## src/rtl/spi_bootrd_pkg.sv

```systemverilog
// Shared types and constants for the SPI flash boot reader.
// Build option SPI_BOOTRD_FASTREAD_EN selects FAST READ (0x0B + one dummy byte) instead of READ (0x03).
package spi_bootrd_pkg;

  localparam logic [7:0]  OP_READ      = 8'h03;
  localparam logic [7:0]  OP_FASTREAD  = 8'h0B;
  localparam int unsigned HDR_LEN_READ = 4;
  localparam int unsigned HDR_LEN_FAST = 5;

`ifdef SPI_BOOTRD_FASTREAD_EN
  localparam logic [7:0]  OPCODE  = OP_FASTREAD;
  localparam int unsigned HDR_LEN = HDR_LEN_FAST;
`else
  localparam logic [7:0]  OPCODE  = OP_READ;
  localparam int unsigned HDR_LEN = HDR_LEN_READ;
`endif

  typedef enum logic [3:0] {
    ST_IDLE,
    ST_SEL,
    ST_HDR,
    ST_DRAIN_POLL,
    ST_DRAIN_RD,
    ST_TXD,
    ST_POLL,
    ST_RXD,
    ST_OUT,
    ST_DESEL,
    ST_DONE
  } state_e;

  typedef enum logic [1:0] {
    RIF_IDLE,
    RIF_STROBE,
    RIF_CAPTURE
  } rif_state_e;

  typedef enum logic [1:0] {
    SEL_CTRL,
    SEL_STAT,
    SEL_DATA
  } reg_sel_e;

  // Header byte idx of the command: opcode, address MSB first, then dummy zeros.
  function automatic logic [7:0] hdr_byte(input logic [2:0] idx, input logic [23:0] addr);
    case (idx)
      3'd0:    hdr_byte = OPCODE;
      3'd1:    hdr_byte = addr[23:16];
      3'd2:    hdr_byte = addr[15:8];
      3'd3:    hdr_byte = addr[7:0];
      default: hdr_byte = 8'h00;
    endcase
  endfunction

endpackage

```

## src/rtl/spi_bootrd_regif.sv

```systemverilog
// Single-access register port sequencer: req (only while idle_o) -> strobe cycle -> capture cycle with ack_o.
// Read data is presented on rdata_o during the ack cycle; no strobe is issued in that cycle.
module spi_bootrd_regif
  import spi_bootrd_pkg::*;
(
  input  logic       clk,
  input  logic       resetn,
  input  logic       req_i,
  input  logic       req_wr_i,
  input  reg_sel_e   req_sel_i,
  input  logic [7:0] req_wd_i,
  output logic       idle_o,
  output logic       ack_o,
  output logic [7:0] rdata_o,
  output rif_state_e state_o,
  output logic [7:0] reg_d_o,
  input  logic [7:0] reg_d_i,
  output logic       reg_wr_o,
  output logic       reg_rd_o,
  output logic       cs_ctrl_o,
  output logic       cs_stat_o,
  output logic       cs_data_o
);

  rif_state_e state_q, state_d;
  logic       wr_q, wr_d;
  reg_sel_e   sel_q, sel_d;
  logic [7:0] wd_q, wd_d;
  logic       strb;

  always_ff @(posedge clk or negedge resetn) begin
    if (!resetn) begin
      state_q <= RIF_IDLE;
      wr_q    <= 1'b0;
      sel_q   <= SEL_CTRL;
      wd_q    <= 8'h00;
    end else begin
      state_q <= state_d;
      wr_q    <= wr_d;
      sel_q   <= sel_d;
      wd_q    <= wd_d;
    end
  end

  always_comb begin
    state_d = state_q;
    wr_d    = wr_q;
    sel_d   = sel_q;
    wd_d    = wd_q;
    case (state_q)
      RIF_IDLE: begin
        if (req_i) begin
          wr_d    = req_wr_i;
          sel_d   = req_sel_i;
          state_d = RIF_STROBE;
          if (req_wr_i) wd_d = req_wd_i;
        end
      end
      RIF_STROBE: state_d = RIF_CAPTURE;
      default:    state_d = RIF_IDLE;
    endcase
  end

  assign strb      = (state_q == RIF_STROBE);
  assign reg_wr_o  = strb & wr_q;
  assign reg_rd_o  = strb & ~wr_q;
  assign cs_ctrl_o = strb & (sel_q == SEL_CTRL);
  assign cs_stat_o = strb & (sel_q == SEL_STAT);
  assign cs_data_o = strb & (sel_q == SEL_DATA);
  assign reg_d_o   = wd_q;
  assign idle_o    = (state_q == RIF_IDLE);
  assign ack_o     = (state_q == RIF_CAPTURE);
  assign rdata_o   = reg_d_i;
  assign state_o   = state_q;

endmodule

```

## src/rtl/spi_flash_bootrd.sv

```systemverilog
// Autonomous SPI-flash read sequencer driving the host controller's CTRL/STAT/DATA register port.
// Byte port: byte_valid_o holds byte_o until byte_ready_i; transfer when both high. Build option: SPI_BOOTRD_FASTREAD_EN.
module spi_flash_bootrd
  import spi_bootrd_pkg::*;
#(
  parameter logic [7:0]  CTRL_SEL_VAL   = 8'h01,
  parameter logic [7:0]  CTRL_DESEL_VAL = 8'h00,
  parameter int unsigned STAT_RXE_BIT   = 0,
  parameter int unsigned POLL_TIMEOUT   = 1023
) (
  input  logic        clk,
  input  logic        resetn,
  input  logic        start_i,
  input  logic [23:0] addr_i,
  input  logic [15:0] len_i,
  input  logic        abort_i,
  output logic        busy_o,
  output logic        done_o,
  output logic        error_o,
  output logic [7:0]  byte_o,
  output logic        byte_valid_o,
  input  logic        byte_ready_i,
  output logic [7:0]  reg_d_o,
  input  logic [7:0]  reg_d_i,
  output logic        reg_wr_o,
  output logic        reg_rd_o,
  output logic        spireg_cs_ctrl_o,
  output logic        spireg_cs_stat_o,
  output logic        spireg_cs_data_o,
  output logic [5:0]  dbg_state_o
);

  localparam int unsigned    PW        = $clog2(POLL_TIMEOUT + 1);
  localparam logic [PW-1:0]  POLL_LAST = PW'(POLL_TIMEOUT - 1);
  localparam logic [2:0]     HDR_LAST  = 3'(HDR_LEN - 1);
  localparam logic [2:0]     RXE_IDX   = 3'(STAT_RXE_BIT);

  state_e        state_q, state_d;
  logic [23:0]   addr_q, addr_d;
  logic [15:0]   rem_q, rem_d;
  logic [2:0]    idx_q, idx_d;
  logic [PW-1:0] poll_q, poll_d;
  logic [7:0]    byte_q, byte_d;
  logic          error_q, error_d;
  logic          ok_q, ok_d;

  logic          rq_valid, rq_wr;
  reg_sel_e      rq_sel;
  logic [7:0]    rq_wd;
  logic          rif_idle, rif_ack, rxe;
  logic [7:0]    rif_rdata;
  rif_state_e    rif_state;

  spi_bootrd_regif u_regif (
    .clk       (clk),
    .resetn    (resetn),
    .req_i     (rq_valid),
    .req_wr_i  (rq_wr),
    .req_sel_i (rq_sel),
    .req_wd_i  (rq_wd),
    .idle_o    (rif_idle),
    .ack_o     (rif_ack),
    .rdata_o   (rif_rdata),
    .state_o   (rif_state),
    .reg_d_o   (reg_d_o),
    .reg_d_i   (reg_d_i),
    .reg_wr_o  (reg_wr_o),
    .reg_rd_o  (reg_rd_o),
    .cs_ctrl_o (spireg_cs_ctrl_o),
    .cs_stat_o (spireg_cs_stat_o),
    .cs_data_o (spireg_cs_data_o)
  );

  assign rxe = rif_rdata[RXE_IDX];

  always_ff @(posedge clk or negedge resetn) begin
    if (!resetn) begin
      state_q <= ST_IDLE;
      addr_q  <= '0;
      rem_q   <= '0;
      idx_q   <= '0;
      poll_q  <= '0;
      byte_q  <= '0;
      error_q <= 1'b0;
      ok_q    <= 1'b0;
    end else begin
      state_q <= state_d;
      addr_q  <= addr_d;
      rem_q   <= rem_d;
      idx_q   <= idx_d;
      poll_q  <= poll_d;
      byte_q  <= byte_d;
      error_q <= error_d;
      ok_q    <= ok_d;
    end
  end

  // Access states request only while the regif is idle and act on its ack; abort is checked at each ack.
  always_comb begin
    state_d  = state_q;
    addr_d   = addr_q;
    rem_d    = rem_q;
    idx_d    = idx_q;
    poll_d   = poll_q;
    byte_d   = byte_q;
    error_d  = error_q;
    ok_d     = ok_q;
    rq_valid = 1'b0;
    rq_wr    = 1'b0;
    rq_sel   = SEL_CTRL;
    rq_wd    = 8'h00;
    case (state_q)
      ST_IDLE: begin
        if (start_i) begin
          addr_d  = addr_i;
          rem_d   = len_i;
          idx_d   = '0;
          poll_d  = '0;
          error_d = 1'b0;
          ok_d    = 1'b0;
          state_d = (len_i == 16'd0) ? ST_DONE : ST_SEL;
        end
      end
      ST_SEL: begin
        rq_valid = rif_idle;
        rq_wr    = 1'b1;
        rq_wd    = CTRL_SEL_VAL;
        if (rif_ack) state_d = abort_i ? ST_DESEL : ST_HDR;
      end
      ST_HDR: begin
        rq_valid = rif_idle;
        rq_wr    = 1'b1;
        rq_sel   = SEL_DATA;
        rq_wd    = hdr_byte(idx_q, addr_q);
        if (rif_ack) begin
          if (abort_i) begin
            state_d = ST_DESEL;
          end else if (idx_q == HDR_LAST) begin
            idx_d   = '0;
            state_d = ST_DRAIN_POLL;
          end else begin
            idx_d = idx_q + 3'd1;
          end
        end
      end
      ST_DRAIN_POLL, ST_POLL: begin
        rq_valid = rif_idle;
        rq_sel   = SEL_STAT;
        if (rif_ack) begin
          if (rxe) begin
            poll_d = poll_q + PW'(1);
            if (poll_q == POLL_LAST) begin
              error_d = 1'b1;
              state_d = ST_DESEL;
            end else if (abort_i) begin
              state_d = ST_DESEL;
            end
          end else begin
            poll_d = '0;
            if (abort_i)                 state_d = ST_DESEL;
            else if (state_q == ST_POLL) state_d = ST_RXD;
            else                         state_d = ST_DRAIN_RD;
          end
        end
      end
      ST_DRAIN_RD: begin
        rq_valid = rif_idle;
        rq_sel   = SEL_DATA;
        if (rif_ack) begin
          if (abort_i) begin
            state_d = ST_DESEL;
          end else if (idx_q == HDR_LAST) begin
            idx_d   = '0;
            state_d = ST_TXD;
          end else begin
            idx_d   = idx_q + 3'd1;
            state_d = ST_DRAIN_POLL;
          end
        end
      end
      ST_TXD: begin
        rq_valid = rif_idle;
        rq_wr    = 1'b1;
        rq_sel   = SEL_DATA;
        if (rif_ack) state_d = abort_i ? ST_DESEL : ST_POLL;
      end
      ST_RXD: begin
        rq_valid = rif_idle;
        rq_sel   = SEL_DATA;
        if (rif_ack) begin
          byte_d  = rif_rdata;
          state_d = abort_i ? ST_DESEL : ST_OUT;
        end
      end
      ST_OUT: begin
        // A handshake in the abort cycle still counts; otherwise the pending byte is dropped.
        if (byte_ready_i) begin
          rem_d = rem_q - 16'd1;
          if (abort_i) begin
            state_d = ST_DESEL;
          end else if (rem_q == 16'd1) begin
            ok_d    = 1'b1;
            state_d = ST_DESEL;
          end else begin
            state_d = ST_TXD;
          end
        end else if (abort_i) begin
          state_d = ST_DESEL;
        end
      end
      ST_DESEL: begin
        rq_valid = rif_idle;
        rq_wr    = 1'b1;
        rq_wd    = CTRL_DESEL_VAL;
        if (rif_ack) state_d = ok_q ? ST_DONE : ST_IDLE;
      end
      ST_DONE: state_d = ST_IDLE;
      default: state_d = ST_IDLE;
    endcase
  end

  assign busy_o       = (state_q != ST_IDLE);
  assign done_o       = (state_q == ST_DONE);
  assign error_o      = error_q;
  assign byte_o       = byte_q;
  assign byte_valid_o = (state_q == ST_OUT);
  assign dbg_state_o  = {rif_state, state_q};

endmodule

```

## config.mk

```make
export PLATFORM = sky130hd
export DESIGN_NAME = spi_flash_bootrd
export DESIGN_NICKNAME = d
export VERILOG_FILES = /design/src/rtl/spi_bootrd_pkg.sv /design/src/rtl/spi_bootrd_regif.sv /design/src/rtl/spi_flash_bootrd.sv
export SDC_FILE = /design/constraint.sdc
export NUM_CORES = 1
export LEC_CHECK = 0
export ABC_AREA = 1
export CORE_MARGIN = 4
export CORE_UTILIZATION = 45
export CTS_CLUSTER_SIZE = 12
export DETAILED_ROUTE_END_ITERATION = 16
export GPL_ROUTABILITY_DRIVEN = 0
export PLACE_DENSITY = 0.7
export SYNTH_ARGS = -nofsm -noshare
export SYNTH_HDL_FRONTEND = slang
export SYNTH_SLANG_ARGS = --single-unit
export TNS_END_PERCENT = 20
```

## constraint.sdc

```tcl
create_clock -name clk -period 2 [get_ports clk]
set_clock_uncertainty 0.15 [all_clocks]
set_input_delay 0.3 -clock clk [delete_from_list [all_inputs] [get_ports clk]]
set_output_delay 0.3 -clock clk [all_outputs]
set_load 0.02 [all_outputs]
```

=== After elaboration in Yosys (flattened, before gate mapping) ===
Cells that the tools add are included.

* Flip-flop bits (word level): 80
* Input bits: 53
* Logic and storage cells: 135

* Add/subtract/negate cells: 3
* Equality and inequality tests: 36
* Multiplexer cells: 54
* Bitwise logic cells: 6
* Reductions and logical operators: 24

{| class="wikitable"
|+ Operators by type and width
! cell !! number
|-
| 4-bit 2-to-1 mux || 22
|-
| 4-bit case mux with 9 select lines || 1
|-
| 16-bit 2-to-1 mux || 2
|-
| 16-bit case mux with 2 select lines || 1
|-
| 8-bit case mux with 4 select lines || 1
|-
| 10-bit 2-to-1 mux || 3
|-
| 2-bit inequality test, second input constant || 13
|-
| 10-bit case mux with 2 select lines || 1
|-
| 16-bit by 1-bit equality test with 1-bit output, second input constant || 1
|-
| 4-bit by 3-bit equality test with 1-bit output, second input constant || 4
|-
| 16-bit logical NOT || 1
|-
| 8-bit case mux with 2 select lines || 1
|-
| 16-bit by 1-bit subtractor with 16-bit output, second input constant || 1
|-
| 3-bit 2-to-1 mux || 5
|-
| 4-bit equality test, second input constant || 3
|-
| 10-bit by 1-bit adder with 10-bit output, second input constant || 1
|-
| 10-bit equality test, second input constant || 1
|-
| 1-bit 2-to-1 mux || 10
|-
| 5-bit AND reduction || 2
|-
| 3-bit AND reduction || 3
|-
| 9-bit AND reduction || 1
|-
| 4-bit by 2-bit equality test with 1-bit output, second input constant || 2
|-
| 2-bit case mux with 2 select lines || 2
|-
| 4-bit OR reduction || 2
|-
| other kinds (22) || 39
|}

=== Logic depth before layout (Yosys ltp) ===
Gate-level depths: netlist (run 1).

* Depth in word-level cells: 6
* Depth in mapped cells: 13
* Mapped depth without buffers: 12

=== By module ===
Synthesis (run 1) repeated with hierarchy kept, for this count alone.

* Cells, all modules: 631
* Area, all modules: 4564.4 um2

{| class="wikitable"
|+ Modules (own cells, without submodules)
! module !! times used !! cells an instance !! area an instance (um2) !! seq. area each (um2)
|-
| spi_flash_bootrd || 1 || 559 || 3955.0 || 1676.6
|-
| spi_bootrd_regif || 1 || 72 || 609.3 || 325.3
|}

=== Least setup slack after synthesis (run 1) ===
Ideal clock, no wire load.

* Kind: flip-flop to flip-flop
* Start point: register state_q[0]
* End point: register rem_q[6]
* Library setup time: 121 ps
* Arrival: 1588 ps
* Path slack: 141 ps
* Cell stages (with the launch flop): 11
* Path buffers: 2
* Period minus slack after synthesis: 1859 ps
* Cell sequence: dfrtp_1 buf_2 nor2_4 nand2_4 nor2_8 inv_4 nand2_4 buf_4 o21ai_0 nand2_1 o21ai_1

* Longest elaborated chain between the ends: 3
* Elaborated cells between the ends (all ways): 7

{| class="wikitable"
|+ Ends and longest elaborated chain
! element !! line !! source
|-
| start: declaration || spi_flash_bootrd.sv:38 || <nowiki>state_e state_q, state_d;</nowiki>
|-
| start signal: assignment || spi_flash_bootrd.sv:87 || <nowiki>state_q <= state_d;</nowiki>
|-
| 4-bit equality test or 4-bit logical NOT (tied branches) || spi_flash_bootrd.sv:112 || <nowiki>case (state_q)</nowiki>
|-
| 2-bit by 1-bit inequality test with 1-bit output (no source line), or another cell as far along || n/a ||
|-
| 3-bit AND reduction (no source line) || n/a ||
|-
| end signal: assignment || spi_flash_bootrd.sv:89 || <nowiki>rem_q <= rem_d;</nowiki>
|-
| end: declaration || spi_flash_bootrd.sv:40 || <nowiki>logic [15:0] rem_q, rem_d;</nowiki>
|}

Several ways; a longest one is shown, not always the timed one.
A chain may end at the register's enable or synchronous reset.

=== Worst setup path after layout (run 1) ===
* Start point: register state_q[2]
* End point: output done_o

* Longest elaborated chain between the ends: 1

{| class="wikitable"
|+ Ends and longest elaborated chain
! element !! line !! source
|-
| 4-bit equality test || spi_flash_bootrd.sv:223 || <nowiki>assign done_o = (state_q == ST_DONE);</nowiki>
|-
| end: declaration || spi_flash_bootrd.sv:18 || <nowiki>output logic done_o,</nowiki>
|}

No other way between the ends.

==> run metrics, run 1 <==
Period minus WS final=roughly 1900 ps; CP Data Required Time=1550 ps; DRC marker count from the first detailed-route iteration=288; sequential area share after synthesis=44.0%; Synth Area in XOR/XNOR=less than 1%; number of I/O pins=84; Final setup viols=0; Port Buffer Count=83; CP Capture Type=output port; Final TNS setup=0 ps; Initial Utilization=46.3%; crit path DAT=1480 ps; Synth Area in Compound Gates=under 10%; leakage=between 2 and 3 nW; clock buffer depth=2; Vias per Instance=5.12; commonest non-fill, non-tap cell in the layout=nand2_1; Post-synth EDFFs=0; fraction of layout cells with a size suffix above 1=11.1%; unrepaired setup endpoints after global routing=yes; number of synthesized register bits=80; delay of the slowest critical-path stage=480 ps; row cnt=36; period utilisation layout=96.6%; Ys Warns=0; worst-case reg-to-reg path depth=8; CTS sink cnt=80; ant diodes=0; Worst VDD drop=roughly 400 uV; Die Span Y=109 um; H-tree Lvls=3; multiplexer share of the synthesized area=between 1.5 and 2%; Clk pin slew, worst setup/hold paths=roughly 80 ps; Hold Path Class=in2async; Synth cell types=40; Total GRT Usage=21.0%; initial antenna violation count=0; simple-gate portion of the synthesized area=35.3%; CTS tree=yes; Detail Route Antenna Nets=0; Root Buffer=clkbuf_8; Via Count=4430; vias in the first global route=4311; Non-Filler Instances=roughly 870; Clk Latency, worst-skew pair=approximately 360 ps; DRC viols=0; Die Width=109 um; final hold violation count=0; core area=0.00982 mm2; CTS buffer count=9; PD cells=between 1000 and 1500 mW/mm2; total grt overflow=0; status=finished, final reports clean; CP Max Fanout=7; first-pass GRT wire length=19900 um; ys async rst share=100%; Worst-Margin Slew=517 ps; Worst slew margin=65.4%; final setup margin=68.3 ps; syn_nets=a little under 700; pre-CTS setup slack=78.0 ps; nets@finish=789; Synth Instances=between 600 and 700; # Max-Cap Violations=0; CP Launch Type=flip-flop; largest net degree at the start of global routing=35; WL/cell=13.4 um; area delta synth->final=28.1%; largest family of logic cells by synthesized area=simple AND/OR/NAND/NOR gates; most frequent cells in the layout=nand2_1, dfrtp_1, clkdlybuf4s50_1; post-synthesis adder-cell area fraction=2.20%; Final Max Tran Viols=0; top_reg_cell synth=dfrtp_1; fmax=518 MHz; placed cell count=848; syn avg cell area=slightly above 7 um2; final core occ=59.3%; Final HPWL DP=8730 um; Post-Syn Area=0.00455 mm2; worst setup path class=reg2out; die area=0.0118 mm2; TritonRoute pass-1 iters=5; critical path's slowest cell=dfrtp_2; Fill cells=961; Post-Route WL=11600 um; CP cell instances=inv_2 > nand2_1 > nor2_1 > dlygate4sd2_1
## metrics by stage
| step | hold slack [ps] | power [mW] | area, um2 |
|---|---|---|---|
| after detailed placement | 135 | 5.99 | 5640 |
| final | 294 | 7.07 | 5820 |
| after floorplan | -146 | 4.81 | 4550 |
| after CTS | 291 | 7.06 | 5810 |
| after global routing | 332 | 7.70 | 5820 |
| after global placement | 134 | 5.92 | 5640 |
## flip-flops by register name (all words and copies together), names as in the netlist, 2 cells and up
| signal | flops |
|---|---|
| idx_q | 3 |
| byte_o | 8 |
| u_regif.reg_d_o | 8 |
| addr_q | 24 |
| u_regif.state_o | 2 |
| u_regif.sel_q | 2 |
| poll_q | 10 |
| rem_q | 16 |
| state_q | 4 |
## cell families (layout without fill, tap and decap cells)
group | after synthesis | count (layout)
fa+ha+maj | 8 | 8
flops | 80 | 80
buf+inv | 77 | 184
compound gates | 74 | 74
mux | 7 | 7
xor+xnor | 3 | 3
simple gates | 376 | 376
## critical path: cells and delay by family (launching register included)
| kind | cells | cell delay (ps) |
|---|---|---|
| buffers and inverters | 2 | 480 |
| and+or+nand+nor | 2 | 180 |
| DFF | 1 | 480 |
## power by group
group          leakage, nW  internal [mW]  switching [mW]  total (mW)
registers             1.02           2.16           0.420        2.58
clock network       0.0841          0.475           0.601        1.08
logic                 1.69           1.26            2.14        3.41
total                 2.79           3.90            3.17        7.07
## worst paths after layout
| check | slack, ps | to | startpoint |
|---|---|---|---|
| setup / recovery | 70 | done_o | state_q[2] |
| hold / removal | 290 | rem_q[7] | resetn |
| setup reg to reg | 120 | poll_q[1] | state_q[3] |
| hold reg to reg | 320 | u_regif.state_o[1] | u_regif.state_o[1] |
| max in group asynchronous | 830 | addr_q[21] | resetn |
| min in group clk | 320 | u_regif.state_o[1] | u_regif.state_o[1] |
## area by class of cell
| cell class | instances | area, um2 | share of cell area (%) |
|---|---|---|---|
| clock buffer | 10 | 138 | 2.36 |
| multi-input combinational | 468 | 2250 | 38.7 |
| sequential | 80 | 2010 | 34.4 |
| inverter | 65 | 248 | 4.25 |
| clock inverter | 5 | 33.8 | 0.580 |
| tap | 133 | 166 | 2.86 |
| timing repair buffer | 104 | 980 | 16.8 |
## timing repair
item	CTS	global route
gates cloned	0	0
pin swaps	0	1
buffers inserted	0	1
hold buffers	1	0
endpoints found under the hold margin	32	0
setup endpoints to repair	8	29
resized for setup	7	21
## metal layers
| layer | routed length, um | global-route usage, % |
|---|---|---|
| met1 | 5210 | 28.5 |
| met5 | 0 | 0 |
| met2 | 5280 | 33.3 |
| met4 | 332 | 9.65 |
| met3 | 788 | 3.10 |
## Yosys cell counts (3+ instances only)
master	n	area share, %
nand2_1	227	19
dfrtp_1	80	44
nor2_1	62	5.1
inv_1	55	4.5
nand3_1	48	5.3
o21ai_0	31	3.4
a21oi_1	16	1.8
nor3_1	13	1.4
o21ai_1	13	1.4
ha_1	8	2.2
inv_2	8	0.66
mux2_2	7	1.7
nand4_1	7	0.96
buf_2	4	0.44
clkbuf_1	4	0.33
nor2_2	4	0.55
nand2_2	3	0.41
nand2_4	3	0.74
nand3b_1	3	0.50
nor2_4	3	0.74
o211ai_1	3	0.50
(Power assumes the default switching activity.)
==> run 2: changes to the inputs <==
- CORE_UTILIZATION: 45 -> 30
- PLACE_DENSITY: 0.7 -> not set
==> run metrics, run 2 (synthesis gave the netlist of run 1 again) <==
top flop regs=addr_q x24, rem_q x16, poll_q x10; core area=about 0.015 mm2; most frequent cells in the layout=nand2_1, dfrtp_1, clkdlybuf4s50_1; critical path's slowest cell=dfrtp_1; buffer and inverter count on the worst path=1; unrepaired setup endpoints after global routing=yes; register area=0.00200 mm2; fmax=506 MHz; Die Span Y=roughly 130 um; period utilisation layout=98.9%; initial antenna violation count=0; status=finished, final reports clean; vias in the first global route=roughly 4300; commonest non-fill, non-tap cell in the layout=nand2_1; Largest register FFs=24; Final setup viols=0; WL/cell=13.7 um; die area=0.0172 mm2; Fill cells=1521; Root Buffer=clkbuf_16; Hold Path Class=in2async; Post-Route WL=roughly 13000 um; fraction of layout cells with a size suffix above 1=12.1%; ant diodes=0; CTS buffer count=9; TritonRoute pass-1 iters=5; number of I/O pins=84; Initial Utilization=30.9%; cell family with most CP delay=flip-flops; area delta synth->final=34.0%; Final HPWL DP=9540 um; Worst slew margin=71.6%; CTS sink cnt=80; total grt overflow=0; Final TNS setup=0 ps; Biggest register=addr_q; Clk Latency, worst-skew pair=340 ps; first-pass GRT wire length=21400 um; crit path DAT=1530 ps; final core occ=between 40% and 50%; Total GRT Usage=between 15 and 20%; CP Data Required Time=1550 ps; CP cell instances=nor2_2 > nand2_4 > dlygate4sd2_1; Vias per Instance=roughly 4.7; Final Max Tran Viols=0; nets@finish=798; buffers inserted by post-CTS timing repair=0; largest net degree at the start of global routing=48; Die Width=131 um; worst setup path class=reg2out; Period minus WS final=1980 ps; DRC marker count from the first detailed-route iteration=334; CP Capture Type=output port; Worst-Margin Slew=between 400 and 500 ps; # Max-Cap Violations=0; H-tree Lvls=3; CP Max Fanout=5; Clk pin slew, worst setup/hold paths=60 ps; CTS tree=yes; Port Buffer Count=between 80 and 90; DRC viols=0; leakage=2.90 nW; final hold violation count=0; delay of the slowest critical-path stage=430 ps; clock buffer depth=2; Worst VDD drop=approximately 580 uV; Via Count=4314; Detail Route Antenna Nets=0; PD cells=1300 mW/mm2; CP Launch Type=flip-flop; footprint of the multi-input gates=about 0.0022 mm2; row cnt=44
[run 2: cell count changes in the layout (fill, tap and decap cells not counted), moves of 2 or more]
| cell | change |
|---|---|
| buf_2 | +2 |
| buf_4 | +9 |
| bufinv_16 | +2 |
| clkbuf_16 | +9 |
| clkbuf_2 | -2 |
| clkbuf_8 | -8 |
| clkinv_2 | -2 |
| clkinvlp_4 | -2 |
| dfrtp_1 | +2 |
| dfrtp_2 | -2 |
| dlygate4sd2_1 | +3 |
| dlymetal6s2s_1 | -2 |
| nor2_1 | -3 |
| nor2_2 | +4 |
[run 2: final timing paths]
check,cells after the start,slack [ps],end,startpoint
worst max-delay path,3,20,busy_o,state_q[2]
worst min-delay path,2,190,byte_o[0],resetn
worst max register to register,9,120,rem_q[11],state_q[2]
worst min register to register,1,320,u_regif.state_o[1],u_regif.state_o[1]
max in group asynchronous,3,940,state_q[0],resetn
min in group clk,1,320,u_regif.state_o[1],u_regif.state_o[1]
[run 2: final cells by class]
type	count	area share [%]
clock buffer	11	4.15
sequential	80	32.9
timing repair buffer	113	17.0
tap	184	3.78
inverter	65	4.07
multi-input combinational	468	36.8
clock inverter	4	1.27
[run 2: per-layer routing]
layer / vias up / wire [um] / part of all wire (%) / GRT usage, %
met5: - / 0 / 0 / 0
met4: 0 / 148 / 1.2 / 4.14
met3: 15 / 720 / 5.7 / 4.01
met2: 135 / 5690 / 45 / 24.1
met1: 1949 / 6060 / 48 / 20.5
li1: 2215 / - / - / -
[run 2: worst reg2reg max path, cell delays in order, from the launching register on]
cell	delay [ps]
dfrtp_1	430
nor2_2	170
nand2_2	80
inv_2	130
buf_4	170
nand2_1	110
nand2_4	170
inv_2	150
a21oi_1	140
o21ai_0	80
[run 2: per-stage QoR]
stage	power, mW	instance area (um2)	instances	hold WS, ps	worst slack, ps
floorplan	4.81	4550	625	-146	141
global placement	6.15	5770	909	2.92	77.8
detailed placement	6.18	5770	909	4.44	27.9
CTS	8.01	6100	925	176	7.32
global route	8.61	6090	925	189	-35.5
finish	7.93	6090	925	187	21.8
[run 2: power by group]
part	leakage, nW	switching, mW	internal [mW]
combinational	1.72	2.20	1.33
sequential	1.02	0.417	2.16
clock	0.162	0.662	1.16
total	2.90	3.28	4.65
[run 2: repair_timing]
item,in CTS,in global routing
endpoints found under the setup margin,10,9
endpoints found under the hold margin,80,0
hold buffers,1,0
resized for setup,17,12
==> run 3: changes to the inputs <==
- CAP_MARGIN: not set -> 20
- PLACE_DENSITY_LB_ADDON: not set -> 0.25
- SYNTH_HIERARCHICAL: not set -> 1
==> run metrics, run 3 <==
status=finished, final reports clean; DRC viols=0; Total GRT Usage=14.9%; Post-Syn Area=0.00456 mm2; CP cell instances=buf_4 > clkdlybuf4s50_1; leakage=slightly above 3 nW; core area=0.0147 mm2; crit path DAT=1500 ps; fin area=about 0.0061 mm2; Post-Route WL=12500 um; Port Buffer Count=83; delay of the slowest critical-path stage=610 ps; Via Count=about 4400; number of synthesized register bits=80; CTS tree=yes; row cnt=44; period utilisation layout=97.4%; vias in the first global route=4425; ant diodes=0; fmax=slightly above 500 MHz; CP Capture Type=output port; largest family of logic cells by synthesized area=simple AND/OR/NAND/NOR gates; Ys Warns=6; Clk Latency, worst-skew pair=~340 ps; worst setup path class=reg2out; H-tree Lvls=3; largest net degree at the start of global routing=between 80 and 90; sequential area share after synthesis=43.9%; syn avg cell area=7.23 um2; Synth cell types=33; top cells by count, synth=nand2_1, dfrtp_1, inv_1, nor2_1, nand3_1; die area=0.0173 mm2; clock buffer depth=2; final hold violation count=0; syn_nets=692; top cells by area, synth=dfrtp_1, nand2_1, inv_1; nets@finish=803; Hold Path Class=reg2reg; TritonRoute pass-1 iters=4; Worst VDD drop=555 uV; Final HPWL DP=~9300 um; Die Span Y=131 um; CTS buffer count=9; Period minus WS final=1950 ps; critical path's slowest cell=clkdlybuf4s50_1; CP Launch Type=flip-flop; Largest register FFs=24; CP Data Required Time=1550 ps; commonest non-fill, non-tap cell in the layout=nand2_1; final core occ=between 40% and 50%; first-pass GRT wire length=21200 um; initial antenna violation count=0; Die Width=around 130 um; fraction of layout cells with a size suffix above 1=11.6%; Synth top area share=43.9%; Synth Area in Compound Gates=8.22%; Worst slew margin=70.8%; Final Max Tran Viols=0; Synth Instances=631; multiplexer share of the synthesized area=1.73%; ys async rst share=100%; placed inst area=about 0.0058 mm2; # Max-Cap Violations=0; Biggest register=addr_q; Post-synth EDFFs=0; number of I/O pins=84; DRC marker count from the first detailed-route iteration=267; most frequent cell after synthesis=nand2_1; simple-gate portion of the synthesized area=about a third; Detail Route Antenna Nets=0; top_reg_cell synth=dfrtp_1; post-synthesis adder-cell area fraction=2.19%; CP Max Fanout=4; Fill cells=1527; Clk pin slew, worst setup/hold paths=60 ps; Worst-Margin Slew=438 ps; top flop regs=addr_q x24, rem_q x16, poll_q x10; largest area contributor in the netlist=dfrtp_1; Initial Utilization=slightly above 30%; most frequent cells in the layout=nand2_1, dfrtp_1, clkdlybuf4s50_1; Synth Area in XOR/XNOR=0.768%; Root Buffer=clkbuf_16; PD cells=~1300 mW/mm2; CTS sink cnt=80; total grt overflow=0; WL/cell=13.5 um; Final setup viols=0; Vias per Instance=roughly 4.7; area delta synth->final=34.0%
[run 3: cell type report]
| cell class | count | area, um2 | area share, % |
|---|---|---|---|
| sequential | 80 | 2000 | 32.7 |
| clock buffer | 10 | 229 | 3.74 |
| tap | 184 | 230 | 3.76 |
| multi-input combinational | 457 | 2160 | 35.4 |
| inverter | 73 | 274 | 4.48 |
| clock inverter | 6 | 108 | 1.76 |
| timing repair buffer | 121 | 1110 | 18.1 |
[run 3: path summary, 6_finish.rpt]
check                           slack (ps)             end  startpoint  cells after the start
worst max-delay path                    50  dbg_state_o[3]  state_q[3]                      2
worst min-delay path                   320       addr_q[3]   addr_q[3]                      2
worst max register to register         140       poll_q[7]  state_q[0]                      9
worst min register to register         320       addr_q[3]   addr_q[3]                      2
max in group asynchronous              980      state_q[1]      resetn                      3
min in group asynchronous              380      addr_q[21]      resetn                      3
[run 3: kinds of logic after synthesis]
kind of cell,count (synthesis)
xor+xnor,4
buf+inv,94
flops,80
mux,7
fa+ha+maj,8
simple gates,372
compound gates,66
[run 3: layer usage]
metal  vias to the layer above  GRT usage, %  routed length (um)
li1                       2223             -                   -
met1                      2050          18.8                5760
met2                        99          25.5                6040
met3                        18          2.75                 498
met4                         0          5.66                 248
met5                         -             0                   0
[run 3: repair_timing]
| item | 4_1_cts | 5_1_grt |
|---|---|---|
| endpoints found under the hold margin | 80 | 0 |
| endpoints found under the setup margin | 11 | 18 |
| hold buffers | 1 | 0 |
| gates resized for setup | 12 | 12 |
| pin swaps | 0 | 1 |
| setup buffers | 0 | 4 |
[run 3: worst max-delay path, delay by kind of cell, from the launching register on]
| kind | cells | cell delay (ps) |
|---|---|---|
| buf+inv | 2 | 760 |
| flops | 1 | 400 |
[run 3: stage by stage]
step	setup WS (ps)	hold WS (ps)	power, mW	instances	setup TNS (ps)
floorplan	95.4	-146	4.65	631	0
global placement	67.2	223	5.90	910	0
detailed placement	92.2	224	5.97	910	0
CTS	4.59	324	7.85	927	0
global route	-20.3	347	8.45	931	-27.2
finish	52.7	321	7.81	931	0
[run 3: where the power goes]
part / total [mW] / internal, mW / leakage (nW) / switching, mW
sequential: 2.55 / 2.15 / 1.02 / 0.400
combinational: 3.37 / 1.30 / 1.90 / 2.07
clock: 1.88 / 1.22 / 0.162 / 0.667
